File: src/rtl/cpu_pkg.sv
//======================================================================
// Module      : cpu_pkg
// Description : Shared opcode/state encodings and ALU/Skipcond constants
// Revision    : 1.0
//======================================================================
`default_nettype none

package cpu_pkg;

    typedef enum logic [3:0] {
        OP_LOAD     = 4'h1,
        OP_STORE    = 4'h2,
        OP_ADD      = 4'h3,
        OP_SUBT     = 4'h4,
        OP_AND      = 4'h5,
        OP_OR       = 4'h6,
        OP_HALT     = 4'h7,
        OP_SKIPCOND = 4'h8,
        OP_JUMP     = 4'h9,
        OP_CLEAR    = 4'hA
    } opcode_t;

    typedef enum logic [2:0] {
        ST_IDLE   = 3'd0,
        ST_F_REQ  = 3'd1,
        ST_F_LAT  = 3'd2,
        ST_DECODE = 3'd3,
        ST_M_REQ  = 3'd4,
        ST_M_LAT  = 3'd5,
        ST_EXEC   = 3'd6,
        ST_HALT   = 3'd7
    } state_t;

    localparam logic [2:0] c_alu_and = 3'b000;
    localparam logic [2:0] c_alu_add = 3'b001;
    localparam logic [2:0] c_alu_sub = 3'b010;
    localparam logic [2:0] c_alu_or  = 3'b100;

    localparam logic [1:0] c_skip_neg   = 2'b00;
    localparam logic [1:0] c_skip_zero  = 2'b01;
    localparam logic [1:0] c_skip_pos   = 2'b10;
    localparam logic [1:0] c_skip_never = 2'b11;

endpackage

`default_nettype wire

File: src/rtl/cpu_decode.sv
//======================================================================
// Module      : cpu_decode
// Description : Opcode to instruction class, ALU select and illegal flag
// Revision    : 1.0
//======================================================================
`default_nettype none

module cpu_decode
    import cpu_pkg::*;
(
    input  logic [3:0] opcode,
    output logic       mem_read,
    output logic       store,
    output logic       single_cycle,
    output logic       halt,
    output logic       illegal,
    output logic [2:0] alu_sel
);

    always_comb begin
        mem_read     = 1'b0;
        store        = 1'b0;
        single_cycle = 1'b0;
        halt         = 1'b0;
        illegal      = 1'b0;
        alu_sel      = c_alu_add;
        case (opcode)
            OP_LOAD:  mem_read = 1'b1;
            OP_STORE: store    = 1'b1;
            OP_ADD: begin
                mem_read = 1'b1;
                alu_sel  = c_alu_add;
            end
            OP_SUBT: begin
                mem_read = 1'b1;
                alu_sel  = c_alu_sub;
            end
            OP_AND: begin
                mem_read = 1'b1;
                alu_sel  = c_alu_and;
            end
            OP_OR: begin
                mem_read = 1'b1;
                alu_sel  = c_alu_or;
            end
            OP_HALT:                      halt         = 1'b1;
            OP_SKIPCOND, OP_JUMP, OP_CLEAR: single_cycle = 1'b1;
            default:                      illegal      = 1'b1;
        endcase
    end

endmodule

`default_nettype wire

File: src/rtl/cpu_control_unit.sv
//======================================================================
// Module      : cpu_control_unit
// Description : Multi-cycle fetch/decode/execute controller, accumulator CPU
// Revision    : 1.0
//======================================================================
`default_nettype none

module cpu_control_unit
    import cpu_pkg::*;
#(
    parameter int                    DATA_WIDTH = 16,
    parameter int                    ADDR_WIDTH = 12,
    parameter logic [ADDR_WIDTH-1:0] RESET_PC   = 'h100
) (
    input  logic                  clk,
    input  logic                  rst_n,
    input  logic                  run,
    output logic                  mem_cs,
    output logic                  mem_we,
    output logic                  mem_oe,
    output logic [ADDR_WIDTH-1:0] mem_addr,
    output logic [DATA_WIDTH-1:0] mem_wdata,
    input  logic [DATA_WIDTH-1:0] mem_rdata,
    output logic [DATA_WIDTH-1:0] alu_a,
    output logic [DATA_WIDTH-1:0] alu_b,
    output logic [2:0]            alu_sel,
    input  logic [DATA_WIDTH-1:0] alu_out,
    output logic                  halted,
    output logic                  illegal,
    output logic [ADDR_WIDTH-1:0] pc,
    output logic [DATA_WIDTH-1:0] ac
);

    state_t                state_q, state_d;
    logic [ADDR_WIDTH-1:0] pc_q, pc_d, mar_q, mar_d;
    logic [DATA_WIDTH-1:0] ir_q, ir_d, mbr_q, mbr_d, ac_q, ac_d;
    logic                  illegal_q, illegal_d;

    logic [3:0] w_opcode;
    logic       w_mem_read, w_store, w_single, w_halt, w_illegal, w_skip;

    assign w_opcode = ir_q[DATA_WIDTH-1 -: 4];

    cpu_decode u_decode (
        .opcode       (w_opcode),
        .mem_read     (w_mem_read),
        .store        (w_store),
        .single_cycle (w_single),
        .halt         (w_halt),
        .illegal      (w_illegal),
        .alu_sel      (alu_sel)
    );

    // AC is treated as two's complement for the Skipcond comparisons.
    always_comb begin
        w_skip = 1'b0;
        case (ir_q[ADDR_WIDTH-1 -: 2])
            c_skip_neg:  w_skip = ac_q[DATA_WIDTH-1];
            c_skip_zero: w_skip = (ac_q == '0);
            c_skip_pos:  w_skip = !ac_q[DATA_WIDTH-1] && (ac_q != '0);
            default:     w_skip = 1'b0;
        endcase
    end

    always_comb begin
        state_d   = state_q;
        pc_d      = pc_q;
        ir_d      = ir_q;
        mar_d     = mar_q;
        mbr_d     = mbr_q;
        ac_d      = ac_q;
        illegal_d = illegal_q;
        case (state_q)
            ST_IDLE:  if (run) state_d = ST_F_REQ;
            ST_F_REQ: state_d = ST_F_LAT;
            ST_F_LAT: begin
                ir_d    = mem_rdata;
                pc_d    = pc_q + ADDR_WIDTH'(1);
                state_d = ST_DECODE;
            end
            ST_DECODE: begin
                mar_d = ir_q[ADDR_WIDTH-1:0];
                if (w_illegal) begin
                    illegal_d = 1'b1;
                    state_d   = ST_HALT;
                end else if (w_halt) begin
                    state_d = ST_HALT;
                end else if (w_single) begin
                    state_d = ST_F_REQ;
                    if (w_opcode == OP_JUMP)
                        pc_d = ir_q[ADDR_WIDTH-1:0];
                    else if (w_opcode == OP_CLEAR)
                        ac_d = '0;
                    else if (w_skip)
                        pc_d = pc_q + ADDR_WIDTH'(1);
                end else if (w_mem_read || w_store) begin
                    state_d = ST_M_REQ;
                end
            end
            ST_M_REQ: state_d = w_store ? ST_F_REQ : ST_M_LAT;
            ST_M_LAT: begin
                mbr_d   = mem_rdata;
                state_d = ST_EXEC;
            end
            ST_EXEC: begin
                ac_d    = (w_opcode == OP_LOAD) ? mbr_q : alu_out;
                state_d = ST_F_REQ;
            end
            ST_HALT: state_d = ST_HALT;
            default: state_d = ST_IDLE;
        endcase
    end

    always_ff @(posedge clk or negedge rst_n) begin
        if (!rst_n) begin
            state_q   <= ST_IDLE;
            pc_q      <= RESET_PC;
            ir_q      <= '0;
            mar_q     <= '0;
            mbr_q     <= '0;
            ac_q      <= '0;
            illegal_q <= 1'b0;
        end else begin
            state_q   <= state_d;
            pc_q      <= pc_d;
            ir_q      <= ir_d;
            mar_q     <= mar_d;
            mbr_q     <= mbr_d;
            ac_q      <= ac_d;
            illegal_q <= illegal_d;
        end
    end

    // Memory strobes depend only on the state register, so reset kills a write at once.
    always_comb begin
        mem_cs   = 1'b0;
        mem_oe   = 1'b0;
        mem_we   = 1'b0;
        mem_addr = mar_q;
        case (state_q)
            ST_F_REQ: begin
                mem_cs   = 1'b1;
                mem_oe   = 1'b1;
                mem_addr = pc_q;
            end
            ST_M_REQ: begin
                mem_cs = 1'b1;
                mem_we = w_store;
                mem_oe = !w_store;
            end
            default: ;
        endcase
    end

    assign mem_wdata = ac_q;
    assign alu_a     = ac_q;
    assign alu_b     = mbr_q;
    assign halted    = (state_q == ST_HALT);
    assign illegal   = illegal_q;
    assign pc        = pc_q;
    assign ac        = ac_q;

endmodule

`default_nettype wire

File: config.mk
export PLATFORM = sky130hd
export DESIGN_NAME = cpu_control_unit
export DESIGN_NICKNAME = d
export VERILOG_FILES = /design/src/rtl/cpu_pkg.sv /design/src/rtl/cpu_decode.sv /design/src/rtl/cpu_control_unit.sv
export SDC_FILE = /design/constraint.sdc
export NUM_CORES = 1
export LEC_CHECK = 0
export CORE_UTILIZATION = 47
export DETAILED_ROUTE_END_ITERATION = 10
export GPL_ROUTABILITY_DRIVEN = 0
export PLACE_DENSITY = 0.87
export SLEW_MARGIN = 20
export SYNTH_ARGS = -nofsm -noshare
export SYNTH_HDL_FRONTEND = slang
export SYNTH_SLANG_ARGS = --single-unit
File: constraint.sdc
create_clock -name clk -period 2.65 [get_ports clk]
set_input_delay 0.53 -clock clk [delete_from_list [all_inputs] [get_ports clk]]
set_output_delay 0.53 -clock clk [all_outputs]
set_load 0.05 [all_outputs]
==> flow_metrics.env <==
export IMPL_avgSynthCellArea_um2=10.9
export IMPL_antenna_found_initial=0
export IMPL_vias_per_cell=5.61
export IMPL_ant_nets=0
export IMPL_worstPathMaxFanout=12
export IMPL_cp_required_ps=2120
export IMPL_coreArea_um2=8300
export IMPL_yosysMostFrequentCell="dfrtp_1"
export IMPL_hpwlAfterDp_mm=7.54
export IMPL_rows=33
export IMPL_finalInstanceArea_um2=5420
export IMPL_grt_met2_usage_pct=41.4
export IMPL_grt_pass1_wl_mm=16.4
export IMPL_final_setup_tns_ps=0
export IMPL_ys_warn_count=0
export IMPL_hold_violations=0
export IMPL_io_buffers=130
export IMPL_setup_viol=0
export IMPL_drc=0
export IMPL_dieArea_um2=9000
export IMPL_final_nets=506
export IMPL_syn_inst=371
export IMPL_grt_util_met3_pct=4.75
export IMPL_rsz0062_at_grt="false"
export IMPL_end_kind="output pin"
export IMPL_slew_headroom_pct=47.8
export IMPL_die_y_um=94.9
export IMPL_crit_chain="nand2b_1, nor2_1, buf_4, mux2_2, buf_4"
export IMPL_worstSkewPairLatency_ps=360
export IMPL_num_io_pins=131
export IMPL_ys_async_sr_fraction_pct=100
export IMPL_cts_sinks=76
export IMPL_die_w_um=94.9
export IMPL_grt_pass1_vias=3060
export IMPL_crit_top_cell="buf_4"
export IMPL_synth_commonest_cells="75 x dfrtp_1, 56 x mux2_2, 34 x buf_4"
export IMPL_htreeDepth=3
export IMPL_synth_area_leaders="dfrtp_1 46%, mux2_2 16%, buf_4 6.3%"
export IMPL_start_kind="flip-flop"
export IMPL_status="complete, no violations"
export IMPL_diodes=0
export IMPL_synth_top_area_share_pct=46.3
export IMPL_dp_cells=564
export IMPL_ys_flop_type="dfrtp_1"
export IMPL_wl_mm=10.5
export IMPL_nFillCells=643
export IMPL_tritoncts="built"
export IMPL_clockBufferDepth=2
export IMPL_synthesis_nets=407
export IMPL_cp_arrival_ps=1990
export IMPL_gr_max_usage_layer="met2"
export IMPL_min_period_over_period_pct=95.3
export IMPL_synthesis_area_um2=4050
export IMPL_met1_usage_pct=30.6
export IMPL_worst_slew_pin_slew_ps=783
export IMPL_synth_edf_count=0
export IMPL_fin_skew_ps=11.4
export IMPL_worstSetupPathType="flip-flop to output pin"
export IMPL_fmax_mhz=396
export IMPL_synth_top_cell_by_area="dfrtp_1"
export IMPL_postCtsSetupBuffers=0
export IMPL_grt_max_degree=52
export IMPL_vias=3253
export IMPL_min_period_ps=2520
export IMPL_wl_per_cell_um=18.0
export IMPL_syn_to_final_growth_pct=33.6
export IMPL_start_util_pct=48.8
export IMPL_instances_no_fill=580
export IMPL_report_final_slew_viol_count=0
export IMPL_fin_hold_ws_ps=200
export IMPL_drive_gt1_share_pct=22.7
export IMPL_dpl_cell_area_um2=5170
export IMPL_synth_seq_area_share_pct=46.9
export IMPL_cts_root_buf="clkbuf_8"
export IMPL_firstDrtPassIters=5
export IMPL_drtIter0Drc=191
export IMPL_crit_path_top_delay_cell="dfrtp_1"
export IMPL_hp_class="primary input to async pin"
export IMPL_synthDistinctLibCells=52
export IMPL_gr_total_overflow=0
export IMPL_ys_seq_elements=76
export IMPL_cpPeakStageDelay_ps=490
export IMPL_cts_buffers=9
export IMPL_cap_violations=0
export IMPL_grt_use_total_pct=24.5
export IMPL_clkSlewWorstSetupHoldPaths_ps=80
## final cells by class
cell class / count / area (um2) / area share (%)
flip-flops and latches: 76 / 1900 / 35.2
clock inverters: 7 / 123 / 2.26
well taps: 105 / 131 / 2.43
clock buffers: 9 / 124 / 2.29
repair buffers: 139 / 1340 / 24.8
inverters: 9 / 33.8 / 0.624
multi-input cells: 235 / 1760 / 32.4
## repair_timing
| item | in CTS | in global routing |
|---|---|---|
| setup endpoints to repair | 2 | 13 |
| pin swaps | 0 | 0 |
| hold buffers | 0 | 0 |
| gates resized for setup | 2 | 2 |
## kinds of logic after synthesis
group	synth area share (%)
AND/OR/NAND/NOR	10.6
AO/OA/AOI/OAI	12.5
flip-flops	46.9
multiplexers	19.8
buffers and inverters	9.88
adder cells (fa/ha/maj)	0.309
## worst paths after layout
path / startpoint / end / slack (ps) / depth (start not counted)
setup / recovery: state_q[2]$_DFFE_PN0P_ / mem_addr[11] / 130 / 5
hold / removal: rst_n / ac[3]$_DFFE_PN0P_ / 200 / 1
setup reg to reg: ac[9]$_DFFE_PN0P_ / pc[1]$_DFFE_PN0P_ / 260 / 5
hold reg to reg: illegal$_DFFE_PN0P_ / illegal$_DFFE_PN0P_ / 470 / 1
max in group asynchronous: rst_n / pc[8]$_DFFE_PN1P_ / 1800 / 2
min in group clk: illegal$_DFFE_PN0P_ / illegal$_DFFE_PN0P_ / 470 / 1
## metal layers
metal / share of wire [%] / wire length [um] / vias to the layer above
li1: - / - / 1490
met1: 41 / 4290 / 1619
met2: 51 / 5360 / 123
met3: 5.3 / 553 / 21
met4: 2.4 / 254 / 0
met5: 0 / 0 / -
## placed cells by master, fill, tap and decap left out, types with 3 or more instances in the layout
cell,count
mux2i_1,16
nor4_1,4
nand4_1,3
o211ai_1,4
nand2_1,29
inv_1,9
clkbuf_8,9
nor3_1,5
nand3_1,3
a22oi_1,9
o21ai_0,29
dfrtp_1,74
clkdlybuf4s50_1,112
nor2_1,13
buf_4,23
bufinv_16,3
nand2b_1,13
a21oi_1,12
mux2_2,56
## critical path: cells and delay by family (launching register included)
kind	cells	cell delay, ps
mux	1	370
simple gates	2	350
buf+inv	2	430
flops	1	490
## flip-flops by register name, summed over array words and instances (netlist names)
name	count
ac	16
alu_b	16
ir_q	16
mar_q	12
pc	12
state_q	3
illegal	1
## metrics by stage
stage | worst slack [ps] | util (%)
after CTS | 22.1 | 65.2
after floorplan | 215 | -
after global routing | 15.2 | 65.3
final | 126 | 65.3
after global placement | 361 | 62.3
after detailed placement | 319 | 62.3
Power is left out: the tool's default activity adds up to more than one toggle a clock period on the data nets, which glitch-free logic cannot reach.
